### config.mk
export PLATFORM = sky130hd
export DESIGN_NAME = fetch_redirect_unit
export DESIGN_NICKNAME = d
export VERILOG_FILES = /design/src/rtl/fetch_redirect_unit.sv
export SDC_FILE = /design/constraint.sdc
export NUM_CORES = 1
export LEC_CHECK = 0
export ABC_CLOCK_PERIOD_IN_PS = 4300
export BUFFER_PORTS_ARGS = -buffer_cell sky130_fd_sc_hd__buf_2
export CAP_MARGIN = 10
export CORE_MARGIN = 2
export CORE_UTILIZATION = 30
export CTS_BUF_LIST = sky130_fd_sc_hd__clkbuf_2 sky130_fd_sc_hd__clkbuf_4 sky130_fd_sc_hd__clkbuf_8
export DETAILED_ROUTE_END_ITERATION = 8
export PLACE_DENSITY = 0.59
export RECOVER_POWER = 25
export SYNTH_ARGS = -nofsm -noshare
export SYNTH_HDL_FRONTEND = slang
export SYNTH_SLANG_ARGS = --single-unit
### constraint.sdc
create_clock -name clk -period 4.3 [get_ports clk]
set_input_delay 0.86 -clock clk [delete_from_list [all_inputs] [get_ports clk]]
set_output_delay 0.86 -clock clk [all_outputs]
set_load 0.02 [all_outputs]
### src/rtl/fetch_redirect_unit.sv
// Fetch-stage PC register, IF/ID pipeline registers and EX-resolved redirect.
// A branch/jump in EX whose resolved next-PC differs from the fetch-time prediction flushes IF/ID.
module fetch_redirect_unit #(
  parameter logic [31:0] RESET_PC = 32'h0000_0000,
  parameter logic [31:0] NOP_INST = 32'h0000_0013
) (
  input  logic        clk,
  input  logic        reset,

  output logic [31:0] current_pc,
  input  logic [31:0] btb_next_pc,
  input  logic        predict_branch_taken,
  input  logic [31:0] imem_inst,

  input  logic        pc_write,
  input  logic        IF_ID_write,

  input  logic        ID_EX_valid,
  input  logic        ID_EX_is_branch,
  input  logic        ID_EX_is_jal,
  input  logic        ID_EX_is_jalr,
  input  logic        ID_EX_actual_branch_taken,
  input  logic [31:0] ID_EX_pc,
  input  logic [31:0] ID_EX_branch_target,
  input  logic [31:0] ID_EX_predicted_pc,
  input  logic        ex_fire,

  output logic [31:0] IF_ID_inst,
  output logic [31:0] IF_ID_pc,
  output logic [31:0] IF_ID_predicted_pc,
  output logic        IF_ID_predicted_taken,
  output logic        IF_ID_valid,

  output logic        mispredict,
  output logic [31:0] branch_count,
  output logic [31:0] mispredict_count
);

  function automatic logic [31:0] align_pc(input logic [31:0] pc);
    return {pc[31:2], 2'b00};
  endfunction

  function automatic logic [31:0] sat_inc(input logic [31:0] cnt);
    return (cnt == 32'hFFFF_FFFF) ? cnt : cnt + 32'd1;
  endfunction

  logic        ex_ctrl;
  logic        ex_redirect_taken;
  logic [31:0] ex_fallthrough_pc;
  logic [31:0] correct_pc;

  logic [31:0] pc_q, pc_d;
  logic [31:0] if_id_inst_q, if_id_inst_d;
  logic [31:0] if_id_pc_q, if_id_pc_d;
  logic [31:0] if_id_pred_pc_q, if_id_pred_pc_d;
  logic        if_id_pred_taken_q, if_id_pred_taken_d;
  logic        if_id_valid_q, if_id_valid_d;
  logic [31:0] branch_count_q, branch_count_d;
  logic [31:0] mispredict_count_q, mispredict_count_d;

  // EX resolution: gating on ID_EX_valid keeps bubbles from ever redirecting.
  assign ex_ctrl           = ID_EX_valid & (ID_EX_is_branch | ID_EX_is_jal | ID_EX_is_jalr);
  assign ex_redirect_taken = ID_EX_is_jal | ID_EX_is_jalr | ID_EX_actual_branch_taken;
  assign ex_fallthrough_pc = ID_EX_pc + 32'd4;
  assign correct_pc        = ex_redirect_taken ? ID_EX_branch_target : ex_fallthrough_pc;
  assign mispredict        = ex_ctrl & (correct_pc != ID_EX_predicted_pc);

  always_comb begin
    pc_d = pc_q;
    if (mispredict) begin
      pc_d = align_pc(correct_pc);
    end else if (pc_write) begin
      pc_d = align_pc(btb_next_pc);
    end
  end

  // A flush wins over an IF/ID stall so the wrong-path instruction cannot linger.
  always_comb begin
    if_id_inst_d       = if_id_inst_q;
    if_id_pc_d         = if_id_pc_q;
    if_id_pred_pc_d    = if_id_pred_pc_q;
    if_id_pred_taken_d = if_id_pred_taken_q;
    if_id_valid_d      = if_id_valid_q;
    if (mispredict) begin
      if_id_inst_d  = NOP_INST;
      if_id_valid_d = 1'b0;
    end else if (IF_ID_write) begin
      if_id_inst_d       = imem_inst;
      if_id_pc_d         = pc_q;
      if_id_pred_pc_d    = btb_next_pc;
      if_id_pred_taken_d = predict_branch_taken;
      if_id_valid_d      = 1'b1;
    end
  end

  always_comb begin
    branch_count_d     = branch_count_q;
    mispredict_count_d = mispredict_count_q;
    if (ex_ctrl && ex_fire) begin
      branch_count_d = sat_inc(branch_count_q);
    end
    if (mispredict && ex_fire) begin
      mispredict_count_d = sat_inc(mispredict_count_q);
    end
  end

  always_ff @(posedge clk or negedge reset) begin
    if (!reset) begin
      pc_q               <= RESET_PC;
      if_id_inst_q       <= NOP_INST;
      if_id_pc_q         <= 32'h0000_0000;
      if_id_pred_pc_q    <= 32'h0000_0000;
      if_id_pred_taken_q <= 1'b0;
      if_id_valid_q      <= 1'b0;
      branch_count_q     <= 32'h0000_0000;
      mispredict_count_q <= 32'h0000_0000;
    end else begin
      pc_q               <= pc_d;
      if_id_inst_q       <= if_id_inst_d;
      if_id_pc_q         <= if_id_pc_d;
      if_id_pred_pc_q    <= if_id_pred_pc_d;
      if_id_pred_taken_q <= if_id_pred_taken_d;
      if_id_valid_q      <= if_id_valid_d;
      branch_count_q     <= branch_count_d;
      mispredict_count_q <= mispredict_count_d;
    end
  end

  assign current_pc            = pc_q;
  assign IF_ID_inst            = if_id_inst_q;
  assign IF_ID_pc              = if_id_pc_q;
  assign IF_ID_predicted_pc    = if_id_pred_pc_q;
  assign IF_ID_predicted_taken = if_id_pred_taken_q;
  assign IF_ID_valid           = if_id_valid_q;
  assign branch_count          = branch_count_q;
  assign mispredict_count      = mispredict_count_q;

endmodule

### Word-level counts from Yosys, hierarchy flattened

Index checks and enable logic that the tools add are counted.

* eq/ne operators: 3
* reductions and logical operators: 7
* muxes and demuxes: 7
* bitwise gates (word level): 9
* $add $sub $neg: 3

Operator list (number)
* two-way mux 32 bit: 5
* adder 32 x 1 -> 32 bit, second input constant: 2
* equality test 32 bit, second input constant: 2
* adder 32 x 3 -> 32 bit, second input constant: 1
* inequality test 32 bit: 1
* AND reduction 2 bit: 3
* OR 1 bit: 4
* nonzero test 2 bit: 2
* inverter 1 bit: 3
* AND 1 bit: 2
* logical AND 1 bit: 2
* two-way mux 1 bit: 2

* register bits after elaboration: 194

### Logic depth before layout (Yosys ltp)

* word-level depth: 7
* mapped depth: 14
* depth with buffers taken out: 12

### Worst setup path before layout

No wires, ideal clock.

* kind: input -> output
* from: in ID_EX_pc[16]
* to: out mispredict
* data arrival time: 3587 ps
* stages: 12
* required time: 3440 ps
* path slack: -147 ps
* cell sequence: buf_2 -> nand4_2 -> or4_4 -> buf_6 -> a311oi_2 -> a21oi_1 -> or4_1 -> nor4_2 -> o2111ai_2 -> nand2_2 -> inv_2 -> clkbuf_1

* cells in the longest elaborated chain, start to end: 4

Ends and longest elaborated chain
* start: declaration: RTL line 23 `input logic [31:0] ID_EX_pc,`
* adder 32 x 3 -> 32 bit: RTL line 64 `assign ex_fallthrough_pc = ID_EX_pc + 32'd4;`
* two-way mux 32 bit: RTL line 65 `assign correct_pc = ex_redirect_taken ? ID_EX_branch_target : ex_fallthrough_pc;`
* inequality test 32 bit: RTL line 66 `assign mispredict = ex_ctrl & (correct_pc != ID_EX_predicted_pc);`
* AND 1 bit: RTL line 66
* end: declaration: RTL line 34 `output logic mispredict,`

No other way between the ends.

### Final worst setup path

* from: in ID_EX_pc[14]
* to: out mispredict

The elaborated chain is that of the path after synthesis.

==> impl_metrics.toml <==
[run_status]
outcome = "finished with violations"
failed_checks = "capacitance limit, slew limit"

[power]
p_int_uw = 3080
power_density_nw_per_um2 = 338
totalPowerFinal_uw = 4770
clockPowerShare = 0.258
pwr-share-seq = 0.457
peakVddDrop_mv = 0.344
p_leak_uw = 0.00688
p_comb_frac = 0.285
swShare = 0.354
p_sw_uw = 1690

[routing]
drt_iter0_drc = 447
first_pass_iters = 8
route.detailed.drc = 0
wl_per_cell_um = 19.8
via_count = 9439
ant_nets = 0
finalWirelength_mm = 37.8
via_per_inst = 4.94

[grt]
grt_use_total = 0.204
antenna_found_initial = 20
grt_pass1_wl_mm = 55.3
grt_max_degree = 97
grt_pass1_vias = 9211
overflow = 0

[floorplan]
dieArea_sq_um = 36400
start_util = 0.304
die_h_um = 191
core_sq_um = 34500
dieWidth_um = 191
rows = 68
io_pins = 366

[clock_tree]
path_clk_slew_ns = 0.10
root_buffer = "clkbuf_8"
clock_latency_ns = 0.51
cts.sinks = 190
h-tree-depth = 4
cts_made_buffers = 17
cts_tree = "built"
clock_path_buffers = 2
postCtsHoldBufs = 0

[timing]
fmax_ghz = 0.236
hold_violations = 0
worst-slew-pin-transition_ns = 2.51
setup_violations = 0
finalCriticalPeriod_ns = 4.24
rsz0062_at_grt = "yes"
skew_ns = 0.0212
finalCritPeriodShare = 0.987
report.final.slew_viol_count = 96
relSlewSlack = -0.674

[cells_and_area]
area_growth_syn_to_layout_pct = 34.4
layout.nets = 1603
fin_util = 0.409
final_cells = 1910
post_route_cells_drive_above_1_share = 0.427
fillers = 3446

[setup_path]
crit_start = "ID_EX_pc[14]"
reg2reg_depth = 10
worstSetupEndpoint = "mispredict"
crit_fanout = 6
r2r_slack_ns = 1.55
cp-end-kind = "primary output"
cpMostUsedCell = "buf_6"
cpMaxStageDelayCell = "or4_4"
worstPathCellList = "buf_4 -> nand4_4 -> or4_4 -> buf_6 -> or2_2 -> a22oi_1 -> nand4_1 -> nor4_4 -> o2111ai_2 -> nand2_2 -> inv_2 -> buf_6"
slowest_delay_ns = 0.66
cp.required_ns = 3.44
crit_type = "input pin to primary output"
worstReg2RegStart = "branch_count[3]$_DFFE_PN0P_"
crit_path_start_kind = "input pin"
arrival_ns = 3.38
r2r-end = "branch_count[25]$_DFFE_PN0P_"

[synthesis]
synthTopCellsByCount = "187 x dfrtp_1, 83 x nor2_1, 74 x xnor2_1"
yosysWarnings = 0
avgSynthCellArea_sq_um = 10.6
ys.flop_type = "dfrtp_1"
yosysTopAreaCell = "dfrtp_1"
synth_edf_count = 0
ys_ff_latch = 190
yosysSeqAreaShare = 0.454
yosysMostFrequentCell = "dfrtp_1"
async_flop_share = 1.00
yosys.area.top_type_share = 0.447
syn-cell-area_sq_um = 10500
yosys-top-cells-area = "dfrtp_1 45%, mux2_4 8.6%, xnor2_1 6.2%, mux2i_1 5.4%, xor2_1 3.4%"
synthCells = 986
post_synth_num_cell_types = 74

[placed_design]
hpwl_mm = 29.5
dp_cells = 1857
finalWeightedCongestion = 0.926
numPortBuffers = 361

[worst_hold_path]
hp-class = "register to register"

[run]
maxCapViolations = 1
==> power groups by stage <==
stage	clock [uW]	combinational (uW)	sequential [uW]
floorplan	0	512	2450
global placement	0	1340	2200
detailed placement	0	1350	2210
CTS	1280	1360	2180
global route	1350	1460	2210
finish	1230	1360	2180
==> worst min-delay path by stage <==
stage	from	to	slack, ns	depth (start not counted)
3_3_place_gp	mispredict_count[9]$_DFFE_PN0P_	mispredict_count[9]$_DFFE_PN0P_	0.47	1
4_1_cts	reset	IF_ID_inst[29]$_DFFE_PN0P_	0.43	1
6_report	mispredict_count[11]$_DFFE_PN0P_	mispredict_count[11]$_DFFE_PN0P_	0.49	1
3_5_place_dp	branch_count[5]$_DFFE_PN0P_	branch_count[5]$_DFFE_PN0P_	0.48	1
5_1_grt	mispredict_count[21]$_DFFE_PN0P_	mispredict_count[21]$_DFFE_PN0P_	0.52	1
2_1_floorplan	reset	IF_ID_inst[10]$_DFFE_PN0P_	0.56	0
==> flip-flops by register name, indices dropped and copies added, names as in the netlist <==
name	flops
IF_ID_inst	32
IF_ID_pc	30
IF_ID_predicted_pc	32
IF_ID_predicted_taken	1
IF_ID_valid	1
branch_count	32
current_pc	30
mispredict_count	32
==> placed cells by master (no fill, tap or decap), drive strengths merged, types with 4 or more instances in the layout <==
cell,n
buf,471
o211ai,10
dfrtp,187
mux2i,57
conb,4
o21ai,18
clkbuf,20
xor2,41
a211oi,18
and3,21
nor3,25
nand4,33
xnor2,74
a21oi,30
clkinvlp,4
o22ai,6
inv,36
and4,8
mux2,68
nand3,43
o2111ai,5
nor4,15
nand2,72
nor2b,10
or4,13
a31oi,4
nor2,83
diode,13
and2,7
==> metrics by stage <==
stage	area, sq um	setup TNS, ns	setup slack (ns)	hold slack, ns
finish	14100	0	0.0578	0.489
floorplan	10500	0	0.0116	0.564
detailed placement	13400	-7.08	-0.163	0.478
CTS	13900	-0.0149	-0.0149	0.430
global placement	13400	-3.41	-0.119	0.471
global route	14100	-0.0565	-0.0565	0.520
==> area by class of cell <==
type | count | area (sq um) | area share
Multi-Input combinational cell | 718 | 5440 | 0.386
Clock buffer | 18 | 241 | 0.0171
Antenna cell | 13 | 32.5 | 0.00231
Clock inverter | 14 | 153 | 0.0108
Timing Repair Buffer | 473 | 2780 | 0.197
Sequential cell | 190 | 4760 | 0.338
Inverter | 29 | 109 | 0.00773
Tap cell | 455 | 569 | 0.0404
==> metal layers <==
metal	vias up	global-route usage	part of all wire
li1	4433	-	-
met1	4549	0.250	0.42
met2	373	0.335	0.47
met3	68	0.0688	0.086
met4	16	0.0653	0.026
met5	-	0	0.0025
==> what timing repair did <==
action	in CTS	in global routing
resized for setup	17	20
pin swaps	12	12
setup buffers	3	3
cloned	1	1
endpoints found under the setup margin	1	1
==> kinds of logic (layout without fill, tap and decap cells) <==
| kind of cell | Yosys count | in the layout | synth area share |
|---|---|---|---|
| buffers and inverters | 82 | 534 | 0.0430 |
| and+or+nand+nor | 342 | 343 | 0.167 |
| adders and majority gates | 3 | 3 | 0.00358 |
| AOI/OAI and AO/OA | 127 | 127 | 0.0849 |
| xor gates and xnor gates | 116 | 116 | 0.0983 |
| DFF | 190 | 190 | 0.454 |
| other | 1 | 17 | 0.000358 |
| muxes | 125 | 125 | 0.149 |
==> critical path: cells and delay by family <==
| family | cells | cell delay, ns |
|---|---|---|
| compound gates | 2 | 0.35 |
| simple gates | 6 | 1.73 |
| buf+inv | 4 | 0.44 |
(Power assumes the default switching activity.)
